--- src/rtl/disp_check_pkg.sv ---
// Shared constants, state encoding and the parallel CRC-16/CCITT step
// used by display-stream checkers.
package disp_check_pkg;

    localparam logic [15:0] CRC_POLY = 16'h1021;
    localparam logic [15:0] CRC_INIT = 16'hFFFF;

    localparam int ERR_WIDTH  = 0;
    localparam int ERR_HEIGHT = 1;
    localparam int ERR_COORD  = 2;

    typedef enum logic [1:0] {
        ST_IDLE   = 2'd0,
        ST_SYNC   = 2'd1,
        ST_ACTIVE = 2'd2
    } state_t;

    // Unrolled MSB-first shift; synthesises to a flat XOR network.
    function automatic logic [15:0] crc16_next(input logic [15:0] crc,
                                               input logic [15:0] word);
        logic [15:0] c;
        c = crc;
        for (int i = 15; i >= 0; i--) begin
            if (c[15] ^ word[i]) c = {c[14:0], 1'b0} ^ CRC_POLY;
            else                 c = {c[14:0], 1'b0};
        end
        return c;
    endfunction

endpackage

--- src/rtl/disp_frame_check_crc16_par.sv ---
// Combinational CRC-16/CCITT update consuming one 16-bit word per cycle.
module crc16_par
    import disp_check_pkg::*;
(
    input  logic [15:0] crc,
    input  logic [15:0] word,
    output logic [15:0] next
);

    assign next = crc16_next(crc, word);

endmodule

--- src/rtl/disp_frame_check.sv ---
// Display-stream sink: per-frame active size, pixel CRC and error flags,
// delivered through a one-deep valid/ready report register.
module disp_frame_check
    import disp_check_pkg::*;
#(
    parameter int BPC        = 5,
    parameter int CORDW      = 16,
    parameter int EXP_WIDTH  = 672,
    parameter int EXP_HEIGHT = 384
) (
    input  logic                    clk_pix,
    input  logic                    rst_pix,
    input  logic                    enable,
    input  logic signed [CORDW-1:0] disp_x,
    input  logic signed [CORDW-1:0] disp_y,
    input  logic                    disp_de,
    input  logic                    disp_frame,
    input  logic [BPC-1:0]          disp_r,
    input  logic [BPC-1:0]          disp_g,
    input  logic [BPC-1:0]          disp_b,
    output logic                    rpt_valid,
    input  logic                    rpt_ready,
    output logic [15:0]             rpt_crc,
    output logic [CORDW-1:0]        rpt_width,
    output logic [CORDW-1:0]        rpt_height,
    output logic [2:0]              rpt_err,
    output logic                    rpt_overrun,
    output logic [15:0]             frame_count
);

    localparam logic [CORDW-1:0] EXP_W = CORDW'(EXP_WIDTH);
    localparam logic [CORDW-1:0] EXP_H = CORDW'(EXP_HEIGHT);
    localparam logic [CORDW-1:0] ONE   = CORDW'(1);

    function automatic logic [CORDW-1:0] sat_inc(input logic [CORDW-1:0] v);
        return (&v) ? v : v + ONE;
    endfunction

    state_t state, state_nx;

    logic [15:0]      crc_q, b_crc, n_crc, crc_step, pix_word;
    logic [CORDW-1:0] cnt_q, b_cnt, n_cnt;
    logic [CORDW-1:0] height_q, c_h, b_h;
    logic [CORDW-1:0] width_q, c_w, b_w;
    logic [CORDW-1:0] px_q, n_px;
    logic             in_q, b_in, n_in;
    logic             wset_q, c_wset, b_wset;
    logic             ew_q, c_ew, b_ew;
    logic             ec_q, b_ec, n_ec;
    logic             line_end, restart, run, close;
    logic [2:0]       fin_err;

    assign pix_word = 16'({disp_r, disp_g, disp_b});

    crc16_par u_crc (
        .crc  (b_crc),
        .word (pix_word),
        .next (crc_step)
    );

    always_ff @(posedge clk_pix or posedge rst_pix) begin
        if (rst_pix) state <= ST_IDLE;
        else         state <= state_nx;
    end

    always_comb begin
        state_nx = state;
        if (!enable) begin
            state_nx = ST_IDLE;
        end else begin
            unique case (state)
                ST_IDLE:   state_nx = ST_SYNC;
                ST_SYNC:   if (disp_frame) state_nx = ST_ACTIVE;
                ST_ACTIVE: state_nx = ST_ACTIVE;
                default:   state_nx = ST_IDLE;
            endcase
        end
    end

    assign close    = enable && (state == ST_ACTIVE) && disp_frame;
    assign restart  = enable && disp_frame && (state != ST_IDLE);
    assign run      = enable && ((state == ST_ACTIVE) || restart);
    // A frame strobe also terminates any line still open.
    assign line_end = in_q && (!disp_de || disp_frame);

    always_comb begin
        c_h    = height_q;
        c_w    = width_q;
        c_wset = wset_q;
        c_ew   = ew_q;
        if (line_end) begin
            c_h = sat_inc(height_q);
            if (!wset_q) begin
                c_w    = cnt_q;
                c_wset = 1'b1;
            end
            if (cnt_q != EXP_W) c_ew = 1'b1;
        end
    end

    always_comb begin
        b_crc  = crc_q;
        b_cnt  = line_end ? '0 : cnt_q;
        b_in   = line_end ? 1'b0 : in_q;
        b_h    = c_h;
        b_w    = c_w;
        b_wset = c_wset;
        b_ew   = c_ew;
        b_ec   = ec_q;
        if (restart) begin
            b_crc  = CRC_INIT;
            b_cnt  = '0;
            b_in   = 1'b0;
            b_h    = '0;
            b_w    = '0;
            b_wset = 1'b0;
            b_ew   = 1'b0;
            b_ec   = 1'b0;
        end
        n_crc = b_crc;
        n_cnt = b_cnt;
        n_in  = b_in;
        n_px  = px_q;
        n_ec  = b_ec;
        if (disp_de) begin
            n_crc = crc_step;
            n_cnt = b_in ? sat_inc(b_cnt) : ONE;
            n_in  = 1'b1;
            n_px  = disp_x;
            if (b_in ? (disp_x != px_q + ONE) : (disp_x != '0)) n_ec = 1'b1;
            if (disp_y != b_h) n_ec = 1'b1;
        end
    end

    always_ff @(posedge clk_pix or posedge rst_pix) begin
        if (rst_pix) begin
            crc_q <= CRC_INIT; cnt_q <= '0; height_q <= '0; width_q <= '0;
            px_q <= '0; in_q <= 1'b0; wset_q <= 1'b0; ew_q <= 1'b0;
            ec_q <= 1'b0;
        end else if (run) begin
            crc_q <= n_crc; cnt_q <= n_cnt; height_q <= b_h; width_q <= b_w;
            px_q <= n_px; in_q <= n_in; wset_q <= b_wset; ew_q <= b_ew;
            ec_q <= n_ec;
        end else begin
            crc_q <= CRC_INIT; cnt_q <= '0; height_q <= '0; width_q <= '0;
            px_q <= '0; in_q <= 1'b0; wset_q <= 1'b0; ew_q <= 1'b0;
            ec_q <= 1'b0;
        end
    end

    always_comb begin
        fin_err             = '0;
        fin_err[ERR_WIDTH]  = c_ew || (c_w != EXP_W);
        fin_err[ERR_HEIGHT] = (c_h != EXP_H);
        fin_err[ERR_COORD]  = ec_q;
    end

    always_ff @(posedge clk_pix or posedge rst_pix) begin
        if (rst_pix) begin
            rpt_valid   <= 1'b0;
            rpt_crc     <= '0;
            rpt_width   <= '0;
            rpt_height  <= '0;
            rpt_err     <= '0;
            rpt_overrun <= 1'b0;
            frame_count <= '0;
        end else begin
            if (close) begin
                rpt_valid   <= 1'b1;
                rpt_crc     <= crc_q;
                rpt_width   <= c_w;
                rpt_height  <= c_h;
                rpt_err     <= fin_err;
                frame_count <= frame_count + 16'd1;
                if (rpt_valid && !rpt_ready) rpt_overrun <= 1'b1;
            end else if (rpt_valid && rpt_ready) begin
                rpt_valid <= 1'b0;
            end
            if (state == ST_IDLE) rpt_overrun <= 1'b0;
        end
    end

endmodule

--- config.mk ---
export PLATFORM = sky130hd
export DESIGN_NAME = disp_frame_check
export DESIGN_NICKNAME = d
export VERILOG_FILES = /design/src/rtl/disp_check_pkg.sv /design/src/rtl/disp_frame_check_crc16_par.sv /design/src/rtl/disp_frame_check.sv
export SDC_FILE = /design/constraint.sdc
export NUM_CORES = 1
export LEC_CHECK = 0
export ABC_AREA = 1
export CORE_MARGIN = 2
export CORE_UTILIZATION = 50
export CTS_CLUSTER_SIZE = 12
export DETAILED_ROUTE_END_ITERATION = 10
export PLACE_DENSITY_LB_ADDON = 0.3
export SETUP_SLACK_MARGIN = 0.02
export SKIP_CTS_REPAIR_TIMING = 1
export SLEW_MARGIN = 20
export SYNTH_ARGS = -nofsm -noshare
export SYNTH_HDL_FRONTEND = slang
export SYNTH_SLANG_ARGS = --single-unit
--- constraint.sdc ---
create_clock -name clk_pix -period 12.75 [get_ports clk_pix]
set_input_delay 1.275 -clock clk_pix [delete_from_list [all_inputs] [get_ports clk_pix]]
set_output_delay 1.275 -clock clk_pix [all_outputs]
set_load 0.02 [all_outputs]
==> summary.txt, run 1 <==
Detailed routing
  – Post-route DRC: 0
  – Initial DRC count: just over 600
  – Via density: between 5 and 6
  – Vias: 8137
  – Drt total wl: ~23 mm
  – Initial DRT Pass Iterations: 6
  – Final ANT Viol Nets: 0
  – Wire per inst: around 15 um

Critical path
  – Critical Path Fanout Max: between 50 and 60
  – CP arrival: approximately 5.6 ns
  – Setup CP Type: in2reg
  – CP Launch Type: input port
  – Crit path capture type: flip-flop
  – Worst Path Required: 13.12 ns

Flow run
  – Maxcap violations: 0

Timing
  – Slew Limit Fails: 0
  – RSZ-0062 raised after global routing: no
  – Period minus WS final: roughly 5.2 ns
  – Setup_tns: 0 ns
  – Slew headroom: a little over a third
  – Clk_skew: about 0.010 ns
  – Final setup vio count: 0
  – Slew at the pin with the worst max-slew slack: around 0.96 ns
  – Final hold violation count: 0
  – Period utilisation layout: around two fifths
  – Maximum clock frequency: 0.191 GHz

Pwr
  – PnR Total Power: 1.63 mW
  – P_sw: ~0.60 mW
  – PD cells: 150 nW/um^2
  – Worst VDD drop: between 0.08 and 0.09 mV
  – Clk network pwr share: between 20% and 30%
  – P_leak: roughly 5.0 nW
  – Sw Ratio: 36.6%
  – Internal Power: around 1.0 mW
  – Sequential fraction of design power: 37.7%
  – Comb power frac: between 30% and 40%

Cells and area
  – Area of the multi-input gates: 4300 um^2
  – Area growth syn-to-layout: 21.2%
  – Ant. Diodes: 0
  – Fill count: approximately 1.6k
  – Fin nets: between 1k and 1.5k
  – Reg area: around 3900 um^2
  – Layout cells sized above 1: 8.52%

Die
  – Core ar.: 17800 um^2
  – IO Pins: approximately 120
  – Full die area: roughly 19000 um^2
  – Die Ht: about 140 um
  – DIE WIDTH: between 100 and 150 um
  – Starting density of the core: approximately 50%
  – Site Rows: 49

Synth
  – Synth top area share: about two fifths
  – Cell variety after synth: just under 50
  – Register area share after synthesis: 43.4%
  – Register bit total from synthesis: around 160
  – Number of enable flip-flop cells after synthesis: 0
  – Prevailing post-synth register cell: dfrtp_1
  – Synth cell count leaders: nand2_1, inv_1, dfrtp_1
  – Warnings from Yosys: 0
  – Synth Net Count: about 1.3k
  – Top-count cell post-synth: nand2_1
  – Synth area leader: dfrtp_1
  – Area contributors post-synth: dfrtp_1, nand2_1, inv_1
  – Ys async rst share: 100%
  – Synth Instances: 1193
  – Post-Syn Area: around 9000 um^2
  – Avg Cell Area, Syn: roughly 7.5 um^2

Global route
  – GR Overflow Total: 0
  – GRT Resource Usage Total: between 20% and 30%
  – Antenna violations before repair: 0
  – Largest net degree at the start of global routing: between 80 and 90
  – Vias in the first global route: about 7.7k
  – First-pass GRT wire length: 37.8 mm

Place
  – Final GP Congestion: 0.912
  – Port Buffers: about 120
  – DP HPWL: 16.2 mm

CTS
  – Num CTS Buffers: 17
  – TritonCTS clock tree: built
  – Largest buffer count on any clock path: 2
  – Root buffer cell: clkbuf_16
  – CTS sink cnt: 155
  – Clock latency on the worst-skew pair: around 0.43 ns
  – H-tree Lvls: 4
  – Clock transition at path regs: about 0.070 ns

Status
  – Status: completed

Worst hold path
  – Hold/Removal Path Class: reg2reg
## power groups by stage
stage               Sequential (mW)  Clock [mW]  Combinational [mW]
finish                        0.614       0.475               0.541
global route                  0.621       0.501               0.591
CTS                           0.613       0.481               0.542
detailed placement            0.622           0               0.539
global placement              0.620           0               0.530
floorplan                     0.673           0               0.294
## cells in the final DEF (no fill, tap or decap), drive strengths merged, types with 2 or more instances in the layout
cell type,instances
clkinvlp,3
nor2,120
o22ai,17
clkbuf,18
nor3,17
dfrtp,139
o21ai,95
or2,10
clkdlybuf4s50,121
buf,3
a22oi,2
nand2,348
inv,165
nor4,7
a21oi,14
nand3b,10
xnor2,19
mux2i,5
nand4,31
nand3,87
o211ai,6
dfstp,16
ha,7
xor2,40
clkinv,8
## path summary, 6_finish.rpt
check	start	endpoint	slack (ns)	cells past startpoint
max	enable	crc_q[5]$_DFF_PP1_	7.50	9
max in group asynchronous	rst_pix	rpt_crc[6]$_DFFE_PP0P_	9.96	3
min	frame_count[15]$_DFFE_PP0P_	frame_count[15]$_DFFE_PP0P_	0.47	1
min in group asynchronous	rst_pix	rpt_height[9]$_DFFE_PP0P_	1.35	2
max reg2reg	state[0]$_DFFE_PP0P_	crc_q[5]$_DFF_PP1_	8.24	11
min reg2reg	frame_count[15]$_DFFE_PP0P_	frame_count[15]$_DFFE_PP0P_	0.47	1
## worst max-delay path, cell delays in order
cell and delay (ns):
clkdlybuf4s50_1 0.61, nand3_4 0.54, inv_2 0.64, nor2_2 0.20, nor2_1 0.65, clkinv_1 0.97, or2_2 0.59, nand2_1 0.08
inv_1 0.04
## state kept, by name, indices dropped and copies added (netlist names)
signal,flops
cnt_q,16
crc_q,16
ec_q,1
ew_q,1
frame_count,16
height_q,16
in_q,1
px_q,16
rpt_crc,16
rpt_err,3
rpt_height,16
rpt_overrun,1
rpt_valid,1
rpt_width,16
state,2
width_q,16
wset_q,1
## metrics by stage
step / utilization, % / setup slack, ns / area [um^2] / std cells / hold slack, ns
6_report: 61.2 / 7.50 / 10900 / 1544 / 0.474
5_1_grt: 61.2 / 7.18 / 10900 / 1544 / 0.501
4_1_cts: 61.2 / 7.58 / 10900 / 1544 / 0.475
3_5_place_dp: 58.1 / 7.11 / 10300 / 1512 / 0.458
3_3_place_gp: 58.1 / 7.26 / 10300 / 1512 / 0.458
2_1_floorplan: - / 7.32 / 8980 / 1193 / 0.472
## kinds of logic after synthesis
kind of cell | synth area share, %
AO/OA/AOI/OAI | 8.37
buffers and inverters | 8.71
flip-flops | 43.4
multiplexers | 0.557
adder cells (fa/ha/maj) | 0.975
AND/OR/NAND/NOR | 31.3
XOR/XNOR | 6.63
## metal layers
layer  part of all wire, %  global-route usage (%)
met1                    44                    32.3
met2                    49                    39.9
met3                   4.4                    4.50
met4                   2.0                    7.89
met5                     0                       0
## area by class of cell
| cell class | count | share of cell area, % |
|---|---|---|
| clock buffers | 18 | 4.03 |
| clock inverters | 14 | 1.02 |
| inverters | 162 | 5.63 |
| multi-input cells | 842 | 39.5 |
| flip-flops and latches | 155 | 35.8 |
| well taps | 229 | 2.63 |
| repair buffers | 124 | 11.3 |
No activity file was read; power rests on OpenSTA's default activity.
==> run 2: changes to the inputs <==
==> constraint.sdc (replaced) <==
create_clock -name clk_pix -period 4.7 [get_ports clk_pix]
set_input_delay 0.47 -clock clk_pix [delete_from_list [all_inputs] [get_ports clk_pix]]
set_output_delay 0.47 -clock clk_pix [all_outputs]
set_load 0.02 [all_outputs]
==> run 2 against run 1 <==
Compared with the run above: via count rose by 0.20%; largest cell class unchanged; sequential power rose to 2.7 times the previous value; critical path type is now reg2reg; cell count rose by 0.19%; combinational power rose to 2.8 times the previous value.
==> summary.txt, run 2 (synthesis gave the netlist of run 1 again) <==
Status
  – Status: completed

CTS
  – Root buffer cell: clkbuf_16
  – CTS sink cnt: ~160
  – Largest buffer count on any clock path: 2
  – TritonCTS clock tree: built
  – Clock latency on the worst-skew pair: around 0.43 ns
  – H-tree Lvls: 4
  – Num CTS Buffers: 17
  – Clock transition at path regs: approximately 0.07 ns

Cells and area
  – Most frequent cells in the layout: nand2_1, inv_1, dfrtp_1, clkdlybuf4s50_1, nor2_1
  – Fin nets: 1365
  – Most common cell after layout, fill and taps aside: nand2_1
  – Area growth syn-to-layout: 22.7%
  – Final Cell Area: roughly 11000 um^2
  – Area of the multi-input gates: approximately 4300 um^2
  – Reg area: between 3000 and 4000 um^2
  – Fill count: 1582
  – Layout cells sized above 1: under 10%
  – Ant. Diodes: 0

Detailed routing
  – Drt total wl: 22.9 mm
  – Initial DRC count: just under 600
  – Wire per inst: approximately 15 um
  – Via density: about 5.3
  – Initial DRT Pass Iterations: 5
  – Final ANT Viol Nets: 0
  – Post-route DRC: 0
  – Vias: a little over 8k

Place
  – Post-DP Area: between 10000 and 15000 um^2
  – DP HPWL: ~16 mm
  – Port Buffers: between 100 and 150
  – Final GP Congestion: approximately 0.92

Critical path
  – Reg2Reg Setup Slack: 1.36 ns
  – Critical Path Start: state[0]$_DFFE_PP0P_
  – Worst r2r src: state[0]$_DFFE_PP0P_
  – Setup CP Type: reg2reg
  – Worst setup path end: crc_q[5]$_DFF_PP1_
  – Reg2reg path depth: 11
  – CP arrival: between 3 and 4 ns
  – R2R Path End: crc_q[5]$_DFF_PP1_
  – Worst Path Required: 5.07 ns
  – Crit path capture type: flip-flop
  – Critical Path Fanout Max: 27
  – CP Launch Type: flip-flop

Timing
  – Period minus WS final: between 3 and 4 ns
  – Period utilisation layout: a little over 70%
  – RSZ-0062 raised after global routing: no
  – Setup_tns: 0 ns
  – Slew at the pin with the worst max-slew slack: 0.921 ns
  – Slew Limit Fails: 0
  – Hold WS: 0.473 ns
  – Final setup vio count: 0
  – Final hold violation count: 0
  – Slew headroom: approximately 39%
  – Clk_skew: approximately 0.012 ns
  – Maximum clock frequency: around 0.3 GHz

Worst hold path
  – Min-delay src: rpt_crc[3]$_DFFE_PP0P_
  – Hold/Removal Path Class: reg2reg

Global route
  – GRT Resource Usage Total: approximately a quarter
  – Antenna violations before repair: 0
  – M3 GR Usage: under 10%
  – Vias in the first global route: about 8k
  – Busiest layer in global routing: met2
  – Met1 Track Usage GR: between 30% and 40%
  – Global Route met2 Usage: between 40% and 50%
  – First-pass GRT wire length: between 30 and 40 mm
  – GR Overflow Total: 0
  – Largest net degree at the start of global routing: about 100

Pwr
  – PD cells: around 420 nW/um^2
  – P_leak: between 5 and 6 nW
  – Worst VDD drop: about 0.28 mV

Flow run
  – Maxcap violations: 0

Die
  – Die Ht: about 140 um
  – IO Pins: 122
  – Core ar.: between 15000 and 20000 um^2
  – DIE WIDTH: approximately 140 um
  – Starting density of the core: around half
  – Site Rows: 49
  – Full die area: between 15000 and 20000 um^2
-- run 2: changes by cell type in the layout (fill, tap and decap cells not counted), sizes merged --
cell / before / now
buf: 3 / 6
bufinv: 0 / 4
clkinv: 8 / 5
clkinvlp: 3 / 2
-- run 2: worst min path at each step --
stage | to | cells past startpoint | slack, ns
finish | rpt_crc[3]$_DFFE_PP0P_ | 2 | 0.47
global route | rpt_crc[3]$_DFFE_PP0P_ | 2 | 0.50
CTS | rpt_crc[3]$_DFFE_PP0P_ | 2 | 0.48
detailed placement | rpt_crc[3]$_DFFE_PP0P_ | 2 | 0.46
global placement | frame_count[15]$_DFFE_PP0P_ | 1 | 0.46
floorplan | px_q[15]$_DFFE_PP0P_ | 2 | 0.47
-- run 2: per-layer routing --
layer | share of wire, % | routed length (um)
met1 | 44 | 10100
met2 | 49 | 11200
met3 | 4.4 | 1020
met4 | 2.8 | 645
met5 | 0 | 0
-- run 2: stage by stage --
stage / cells / power (mW) / setup WS [ns] / utilization [%]
6_report: 1547 / 4.67 / 1.36 / 62.0
5_1_grt: 1547 / 4.91 / 1.06 / 62.0
4_1_cts: 1547 / 4.69 / 1.39 / 61.9
3_5_place_dp: 1515 / 3.16 / 1.04 / 58.3
3_3_place_gp: 1515 / 3.13 / 1.12 / 58.3
2_1_floorplan: 1193 / 2.62 / 0.0783 / -
-- run 2: cell type report --
type	count	area share, %
Clock buffer	18	3.99
Clock inverter	14	1.89
Sequential cell	155	35.4
Multi-Input combinational cell	842	39.1
Tap cell	229	2.60
Inverter	162	5.57
Timing Repair Buffer	127	11.5
-- run 2: power by group --
group / total [mW] / internal (mW) / switching (mW)
combinational: 1.49 / 0.570 / 0.918
clock: 1.52 / 0.916 / 0.600
sequential: 1.67 / 1.54 / 0.124
-- run 2: worst max-delay path: stages (launching register included) --
cell      delay (ns)
dfrtp_1         0.36
inv_1           0.08
ha_1            0.25
inv_2           0.08
nand3_4         0.23
inv_2           0.47
nor2_2          0.19
nor2_1          0.17
clkinv_1        0.72
or2_2           0.59
nand2_1         0.08
inv_1           0.04
==> variant (settings of run 2) <==
Set the parameter `BPC` to 6 (it was 5).
--- a/src/rtl/disp_frame_check.sv
+++ b/src/rtl/disp_frame_check.sv
@@ -4,5 +4,5 @@
     import disp_check_pkg::*;
 #(
-    parameter int BPC        = 5,
+    parameter int BPC        = 6,
     parameter int CORDW      = 16,
     parameter int EXP_WIDTH  = 672,
Ports: changed (resized disp_b, disp_g and disp_r); port bits go from 122 to 125. The function was not compared with the original's and may differ.
==> variant against run 2 <==
Power is 0.43% lower. Maximum frequency down 3.3%. Via count down 2.6%. Hold slack improved by 0.0011 ns. Worst setup slack worse by 0.11 ns. Non-clock buffer count rose by 2. Design area is 0.85% lower. Utilization grew 0.75 points. Critical path type is now in -> reg. Area after synthesis shrank 0.25%. Cell count down 1.6%. Largest cell class unchanged. Sequential cell count unchanged. Routed wire length down 3.8%.
==> variant: results (changes against run 2) <==
Finish
  • Fraction of area in registers: 35.7% (was 35.4%)
  • Nets: 1350 (was 1365)
  • Non-clk buf share: 11.8% (was 11.5%)
  • Layout cells sized above 1: 8.01% (was 8.73%)
  • Non-Filler Instances: 1523 (was 1547)
  • Multi-input logic area: 4310 µm² (was 4300 µm²)
  • Filler instances: 1559 (was 1582)
  • Comb_multi_in: 832 (was 842)
  • Non-clock buffer count: 129 (was 127)

Placement
  • Dpl hpwl: 15.7 mm (was 16.4 mm)
  • Pre-CTS setup slack: 0.853 ns (was 1.04 ns)
  • I/O Buffers: 122 (was 121)
  • Placed cells: 1493 (was 1515)

Pwr
  • Comb power: 1.62 mW (was 1.49 mW)
  • Worst IR drop on VDD: 0.000323 V (was 0.000276 V)
  • Power Clock: 1.34 mW (was 1.52 mW)
  • Overall power: 4.65 mW (was 4.67 mW)
  • LEAKAGE: 5.05 nW (was 5.08 nW)

Global route
  • Vias in the first global route: 7557 (was 7914)
  • Largest net degree at the start of global routing: 99 (was 102)
  • First-pass GRT wire length: 36.8 mm (was 38.6 mm)

STA
  • Worst slew margin: 29.8% (was 38.6%)
  • Post-route clock skew: 0.0113 ns (was 0.0117 ns)
  • Min Hold Slack: 0.474 ns (was 0.473 ns)

Worst setup path
  • Critical path origin: disp_de (was state[0]$_DFFE_PP0P_)
  • Arr. time, crit path: 3.81 ns (was 3.71 ns)
  • Slowest stage delay, CP: 0.70 ns (was 0.72 ns)
  • Worst R2R End: cnt_q[8]$_DFF_PP0_ (was crc_q[5]$_DFF_PP1_)
  • Maximum fanout along the worst path: 12 (was 27)

Route
  • Met3 WL: 1.17 mm (was 1.02 mm)
  • DRT iter0 DRCs: 519 (was 588)

Logic synthesis
  • Cells taking the most area after synthesis: dfrtp_1, nand2_1, inv_1 (unchanged)
  • Seq/Total Area, Yosys: 43.5% (was 43.4%)
  • Avg Cell Area, Syn: 7.62 µm² (was 7.53 µm²)

Floorplanning
  • N_taps: 225 (was 229)

Hold path
  • Hold_sp: rpt_crc[6]$_DFFE_PP0P_ (was rpt_crc[3]$_DFFE_PP0P_)
  • WHS Endpoint: rpt_crc[6]$_DFFE_PP0P_ (was rpt_crc[3]$_DFFE_PP0P_)

Run status
  • Status: finished, final reports clean (unchanged)
variant: tightest hold or removal path, cell delays in order, from the launching register on:
cell and delay [ns]:
dfrtp_1 0.34, nand2_1 0.05, nand2_1 0.05
variant: per-layer routing:
| metal | vias to the layer above | GRT usage (%) |
|---|---|---|
| li1 | 3960 | - |
| met1 | 3716 | 33.9 |
| met2 | 240 | 40.0 |
| met3 | 27 | 4.64 |
| met4 | 0 | 6.52 |
| met5 | - | 0 |
variant: kinds of logic (layout without fill, tap and decap cells):
family	after synthesis	count (layout)	share of synthesized area, %
adder cells (fa/ha/maj)	7	7	0.978
AO/OA/AOI/OAI	137	137	8.52
AND/OR/NAND/NOR	614	614	29.9
buffers and inverters	189	311	8.34
XOR/XNOR	74	74	8.73
flip-flops	155	155	43.5
